===== src/rtl/iobus_responder.sv =====
// iobus_responder: memory-mapped I/O register window for a soft core.
// Switch/button inputs are synchronized, button rising edges and timer
// compare matches latch into a sticky STATUS register that drives a masked
// level interrupt. The compare timer is built only when IOBUS_TIMER_EN is
// defined; otherwise its offsets read 0 and STATUS[0] never sets.
module iobus_responder #(
  parameter logic [31:0] IO_BASE = 32'h1100_0000
) (
  input  logic        IO_CLOCK,
  input  logic        IO_RESET,
  input  logic [31:0] IOBUS_ADDR,
  input  logic [31:0] IOBUS_OUT,
  input  logic        IOBUS_WR,
  input  logic        IOBUS_RD,
  input  logic [15:0] SWITCHES,
  input  logic [3:0]  BUTTONS,
  output logic [31:0] IOBUS_IN,
  output logic [15:0] LEDS,
  output logic [15:0] SSEG_DATA,
  output logic        IO_INTR
);

  // Word indices within the 128-byte window
  localparam logic [4:0] W_SWITCHES = 5'h00;
  localparam logic [4:0] W_BUTTONS  = 5'h01;
  localparam logic [4:0] W_LEDS     = 5'h08;
  localparam logic [4:0] W_SSEG     = 5'h10;
  localparam logic [4:0] W_TCTRL    = 5'h18;
  localparam logic [4:0] W_TCOUNT   = 5'h19;
  localparam logic [4:0] W_TCMP     = 5'h1A;
  localparam logic [4:0] W_STATUS   = 5'h1B;
  localparam logic [4:0] W_IMASK    = 5'h1C;

  logic [31:0] offset;
  logic        in_win;
  logic [4:0]  widx;
  logic        wr_hit;
  logic        wr_leds, wr_sseg, wr_status, wr_imask;

  // Byte lanes are ignored: the address is word-aligned before the window test
  assign offset    = {IOBUS_ADDR[31:2], 2'b00} - IO_BASE;
  assign in_win    = (offset[31:7] == 25'd0);
  assign widx      = offset[6:2];
  assign wr_hit    = IOBUS_WR & in_win;
  assign wr_leds   = wr_hit & (widx == W_LEDS);
  assign wr_sseg   = wr_hit & (widx == W_SSEG);
  assign wr_status = wr_hit & (widx == W_STATUS);
  assign wr_imask  = wr_hit & (widx == W_IMASK);

  logic unused_bits;
  assign unused_bits = ^{IOBUS_ADDR[1:0], IOBUS_OUT[31:16], offset[1:0]};

  logic        tmr_set;
  logic [31:0] tctrl_rd, tcount_rd, tcmp_rd;

`ifdef IOBUS_TIMER_EN
  logic        wr_tctrl, wr_tcmp, tmr_match;
  logic [1:0]  tctrl_q, tctrl_d;
  logic [31:0] tcount_q, tcount_d, tcmp_q, tcmp_d;

  assign wr_tctrl  = wr_hit & (widx == W_TCTRL);
  assign wr_tcmp   = wr_hit & (widx == W_TCMP);
  assign tmr_match = tctrl_q[0] & (tcount_q == tcmp_q);
  assign tmr_set   = tmr_match;
  assign tctrl_rd  = {30'd0, tctrl_q};
  assign tcount_rd = tcount_q;
  assign tcmp_rd   = tcmp_q;

  // Timer next state: count, reload or stop on match; a TCTRL write wins
  always_comb begin
    tctrl_d  = tctrl_q;
    tcount_d = tcount_q;
    tcmp_d   = tcmp_q;
    if (tctrl_q[0]) begin
      if (tmr_match) begin
        if (tctrl_q[1]) tcount_d = 32'd0;
        else            tctrl_d[0] = 1'b0;
      end else begin
        tcount_d = tcount_q + 32'd1;
      end
    end
    if (wr_tctrl) begin
      tctrl_d = IOBUS_OUT[1:0];
      if (IOBUS_OUT[0] && !tctrl_q[0]) tcount_d = 32'd0;
    end
    if (wr_tcmp) tcmp_d = IOBUS_OUT;
  end

  // Timer registers; compare value resets to all-ones
  always_ff @(posedge IO_CLOCK or posedge IO_RESET) begin
    if (IO_RESET) begin
      tctrl_q  <= 2'd0;
      tcount_q <= 32'd0;
      tcmp_q   <= 32'hFFFF_FFFF;
    end else begin
      tctrl_q  <= tctrl_d;
      tcount_q <= tcount_d;
      tcmp_q   <= tcmp_d;
    end
  end
`else
  assign tmr_set   = 1'b0;
  assign tctrl_rd  = 32'd0;
  assign tcount_rd = 32'd0;
  assign tcmp_rd   = 32'd0;
`endif

  logic [15:0] sw_s1_q, sw_s1_d, sw_s2_q, sw_s2_d;
  logic [3:0]  btn_s1_q, btn_s1_d, btn_s2_q, btn_s2_d, btn_hist_q, btn_hist_d;
  logic [15:0] leds_q, leds_d, sseg_q, sseg_d;
  logic [4:0]  status_q, status_d, imask_q, imask_d;
  logic [31:0] rdata_q, rdata_d, rd_val;
  logic        intr_q, intr_d;
  logic [4:0]  status_clr;

  // Read mux over the current (pre-write) register contents
  always_comb begin
    rd_val = 32'd0;
    if (in_win) begin
      case (widx)
        W_SWITCHES: rd_val = {16'd0, sw_s2_q};
        W_BUTTONS:  rd_val = {28'd0, btn_s2_q};
        W_LEDS:     rd_val = {16'd0, leds_q};
        W_SSEG:     rd_val = {16'd0, sseg_q};
        W_TCTRL:    rd_val = tctrl_rd;
        W_TCOUNT:   rd_val = tcount_rd;
        W_TCMP:     rd_val = tcmp_rd;
        W_STATUS:   rd_val = {27'd0, status_q};
        W_IMASK:    rd_val = {27'd0, imask_q};
        default:    rd_val = 32'd0;
      endcase
    end
  end

  // Next state for synchronizers, writable registers, status and read data
  always_comb begin
    sw_s1_d    = SWITCHES;
    sw_s2_d    = sw_s1_q;
    btn_s1_d   = BUTTONS;
    btn_s2_d   = btn_s1_q;
    btn_hist_d = btn_s2_q;
    leds_d     = wr_leds  ? IOBUS_OUT[15:0] : leds_q;
    sseg_d     = wr_sseg  ? IOBUS_OUT[15:0] : sseg_q;
    imask_d    = wr_imask ? IOBUS_OUT[4:0]  : imask_q;
    status_clr = wr_status ? IOBUS_OUT[4:0] : 5'd0;
    // set events override a simultaneous write-one-to-clear
    status_d   = (status_q & ~status_clr) | {btn_s2_q & ~btn_hist_q, tmr_set};
    intr_d     = |(status_q & imask_q);
    rdata_d    = IOBUS_RD ? rd_val : rdata_q;
  end

  // State registers, all cleared asynchronously
  always_ff @(posedge IO_CLOCK or posedge IO_RESET) begin
    if (IO_RESET) begin
      sw_s1_q    <= 16'd0;
      sw_s2_q    <= 16'd0;
      btn_s1_q   <= 4'd0;
      btn_s2_q   <= 4'd0;
      btn_hist_q <= 4'd0;
      leds_q     <= 16'd0;
      sseg_q     <= 16'd0;
      status_q   <= 5'd0;
      imask_q    <= 5'd0;
      rdata_q    <= 32'd0;
      intr_q     <= 1'b0;
    end else begin
      sw_s1_q    <= sw_s1_d;
      sw_s2_q    <= sw_s2_d;
      btn_s1_q   <= btn_s1_d;
      btn_s2_q   <= btn_s2_d;
      btn_hist_q <= btn_hist_d;
      leds_q     <= leds_d;
      sseg_q     <= sseg_d;
      status_q   <= status_d;
      imask_q    <= imask_d;
      rdata_q    <= rdata_d;
      intr_q     <= intr_d;
    end
  end

  assign IOBUS_IN  = rdata_q;
  assign LEDS      = leds_q;
  assign SSEG_DATA = sseg_q;
  assign IO_INTR   = intr_q;

endmodule


===== config.mk =====
export PLATFORM = sky130hd
export DESIGN_NAME = iobus_responder
export DESIGN_NICKNAME = d
export VERILOG_FILES = /design/src/rtl/iobus_responder.sv
export SDC_FILE = /design/constraint.sdc
export NUM_CORES = 1
export LEC_CHECK = 0
export BUFFER_PORTS_ARGS = -buffer_cell sky130_fd_sc_hd__buf_2
export CORE_MARGIN = 5
export CORE_UTILIZATION = 25
export CTS_CLUSTER_DIAMETER = 30
export DETAILED_ROUTE_END_ITERATION = 7
export GPL_TIMING_DRIVEN = 1
export SETUP_SLACK_MARGIN = 0.4
export SLEW_MARGIN = 20
export SYNTH_ARGS = -nofsm -noshare
export SYNTH_HDL_FRONTEND = slang
export SYNTH_SLANG_ARGS = --single-unit

===== constraint.sdc =====
create_clock -name IO_CLOCK -period 3.45 [get_ports IO_CLOCK]
set_clock_uncertainty 0.2 [all_clocks]
set_input_delay 0.1725 -clock IO_CLOCK [delete_from_list [all_inputs] [get_ports IO_CLOCK]]
set_output_delay 0.1725 -clock IO_CLOCK [all_outputs]
set_load 0.1 [all_outputs]

==> flow_metrics.env <==
export IMPL_outcome="finished, final reports clean"
export IMPL_criticalPathCategory="in -> reg"
export IMPL_grt_pass1_vias=3143
export IMPL_setup_slack_ns=1.41
export IMPL_cts_tree="done"
export IMPL_finalSetupTns_ns=0
export IMPL_wl_um=11400
export IMPL_synthDistinctLibCells=40
export IMPL_die_h_um=138
export IMPL_setup_violations_final=0
export IMPL_final_cell_mix="118 x buf_2, 103 x dfrtp_1, 37 x dlygate4sd3_1, 20 x mux2_4"
export IMPL_initial_core_util_pct=25.7
export IMPL_synthFlopType="dfrtp_1"
export IMPL_antenna_found_initial=0
export IMPL_root_buffer="clkbuf_16"
export IMPL_period_share_pct=59.3
export IMPL_grt_use_total_pct=12.2
export IMPL_wl_per_cell_um=17.1
export IMPL_min_path_type="in -> async"
export IMPL_synthCells=290
export IMPL_report_final_slew_viol_count=0
export IMPL_die_area_mm2=0.0191
export IMPL_drtIter0Drc=189
export IMPL_layout_nets=536
export IMPL_die_x_um=138
export IMPL_cts_clk_slew_worst_paths_ns=0.07
export IMPL_grt_ovfl_total=0
export IMPL_rr_worst_depth=3
export IMPL_synth_area_leaders="dfrtp_1 63%, mux2_4 7.3%, mux2_2 4.7%"
export IMPL_critPathTopFamily="simple AND/OR/NAND/NOR gates"
export IMPL_slowest_delay_ns=0.43
export IMPL_instances_no_fill=668
export IMPL_cts_inserted_buffers=9
export IMPL_crit_cells=8
export IMPL_netlist_area_mm2=0.00411
export IMPL_worst_pin_slew_ns=0.833
export IMPL_antenna_cells=0
export IMPL_fp_row_count=46
export IMPL_synth_top_area_cell="dfrtp_1"
export IMPL_layout_commonest_cell="buf_2"
export IMPL_cts_resized_gates=0
export IMPL_slew_headroom_pct=44.5
export IMPL_htree_levels=3
export IMPL_synth_top_area_share_pct=62.7
export IMPL_critPathBufInv=2
export IMPL_grt_start_max_net_pins=58
export IMPL_synth_edf_count=0
export IMPL_power_density_mw_per_mm2=477
export IMPL_critPathMaxFanout=16
export IMPL_drt_pre_antenna_iters=4
export IMPL_cts_setup_buffers=0
export IMPL_cp_cell_sequence="buf_2 > inv_1 > ha_1 > nor4b_2 > nand4_1 > nor2_4 > nand3_4 > mux2_4"
export IMPL_preCtsSetupSlack_ns=1.02
export IMPL_postPlaceCellArea_mm2=0.00489
export IMPL_ys_ff_latch=103
export IMPL_syn2layout_area_growth_pct=36.3
export IMPL_arrival_ns=2.08
export IMPL_peakVddDrop_mv=0.249
export IMPL_clk_insertion_delay_late_ns=0.35
export IMPL_grt_pass1_wl_um=18200
export IMPL_viasPerCell=4.44
export IMPL_seq_area_frac_synth_pct=62.7
export IMPL_critPathCaptureType="flop"
export IMPL_drive_above_1_share_pct=40.9
export IMPL_vias=2967
export IMPL_finish_instance_area_mm2=0.00560
export IMPL_period_needed_ns=2.04
export IMPL_fp_coreArea_mm2=0.0160
export IMPL_rsz0062_at_grt="no"
export IMPL_worstPathRequired_ns=3.48
export IMPL_crit_path_top_delay_cell="mux2_4"
export IMPL_ant_nets=0
export IMPL_finalPower_mw=2.67
export IMPL_cp_start_kind="primary input"
export IMPL_clock_sinks=103
export IMPL_dp_cells=615
export IMPL_yosys_warnings=0
export IMPL_synthArstFlopShare_pct=100
export IMPL_cts_buffer_depth=2
export IMPL_gp_routability_congestion=0.868
export IMPL_ios=153
export IMPL_syn_avg_cell_area_um2=14.2
export IMPL_place_port_buffers=118
export IMPL_dpl_hpwl_um=8120
export IMPL_fmax_mhz=489
export IMPL_leakage_nw=2.76
export IMPL_drc=0
export IMPL_hold_viol=0
export IMPL_maxCapViolCount=0
## power breakdown
part / total [mW] / leakage (nW) / internal (mW) / switching, mW
sequential: 1.25 / 1.31 / 1.24 / 0.0120
clock: 1.13 / 0.165 / 0.654 / 0.480
combinational: 0.289 / 1.29 / 0.0808 / 0.208
total: 2.67 / 2.76 / 1.97 / 0.700
## per-stage QoR
stage / util [%] / hold slack (ns)
final: 35.0 / 0.0497
after global placement: 30.6 / -0.141
after floorplan: - / 0.00393
after global routing: 35.0 / 0.0607
after detailed placement: 30.6 / -0.138
after CTS: 35.0 / 0.0309
## logic make-up (layout without fill, tap and decap cells)
family,count (synthesis),in the layout,synth area share [%]
XOR/XNOR,1,1,0.213
adder cells (fa/ha/maj),2,2,0.548
multiplexers,37,37,12.0
other,1,16,0.0912
AO/OA/AOI/OAI,52,52,10.5
buffers and inverters,39,186,5.57
flip-flops,103,103,62.7
AND/OR/NAND/NOR,55,55,8.40
## Yosys cell counts, drive strengths merged, types with 2 or more instances
cell / number
a31oi: 2
and3: 2
inv: 9
a221oi: 6
clkbuf: 6
a221o: 4
a211oi: 5
a2bb2oi: 2
nor2: 18
nand3: 4
nand2: 9
a22o: 2
a21oi: 2
nor4b: 4
nor2b: 9
buf: 24
a22oi: 13
and3b: 2
a311oi: 7
nor4: 3
dfrtp: 103
mux2: 37
a222oi: 6
## path summary, 6_finish.rpt
kind                                     start            end  slack [ns]
worst max register to register     status_q[3]    IOBUS_IN[3]        2.12
worst max-delay path            IOBUS_ADDR[24]        LEDS[9]        1.41
worst min-delay path                  IO_RESET     sw_s1_q[5]        0.05
min in group IO_CLOCK            IOBUS_ADDR[2]    IOBUS_IN[4]        0.12
max in group asynchronous             IO_RESET   IOBUS_IN[14]        2.25
worst min register to register     btn_s1_q[1]  btn_hist_d[1]        0.15
## worst reg2reg max path, delay by kind of cell (launching register included)
kind,cells,cell delay (ns)
AOI/OAI and AO/OA,3,0.59
DFF,1,0.42
## flip-flops by register name, indices dropped and copies added, names as in the netlist
name        cells
IOBUS_IN       16
LEDS           16
SSEG_DATA      16
sw_s1_q        16
sw_s2_q        16
imask_q         5
status_q        5
btn_hist_d      4
btn_hist_q      4
btn_s1_q        4
IO_INTR         1
## cell type report
class                   count  area (um^2)
clock buffers               9          225
clock inverters             7          114
repair buffers            161         1020
inverters                   9         37.5
fillers                  1592        10400
flip-flops and latches    103         2580
well taps                 216          270
multi-input cells         163         1360
## per-layer routing
layer | global-route usage (%) | wire length [um] | vias up
met2 | 19.1 | 5320 | 129
met4 | 4.47 | 191 | 0
met5 | 0 | 0 | -
li1 | - | - | 1352
met3 | 4.00 | 831 | 17
met1 | 15.7 | 5050 | 1469
## repair_timing
item / in CTS / in global routing
hold buffers: 37 / 0
hold endpoints to repair: 164 / 0
setup endpoints to repair: 0 / 0
No activity file was read; power rests on OpenSTA's default activity.
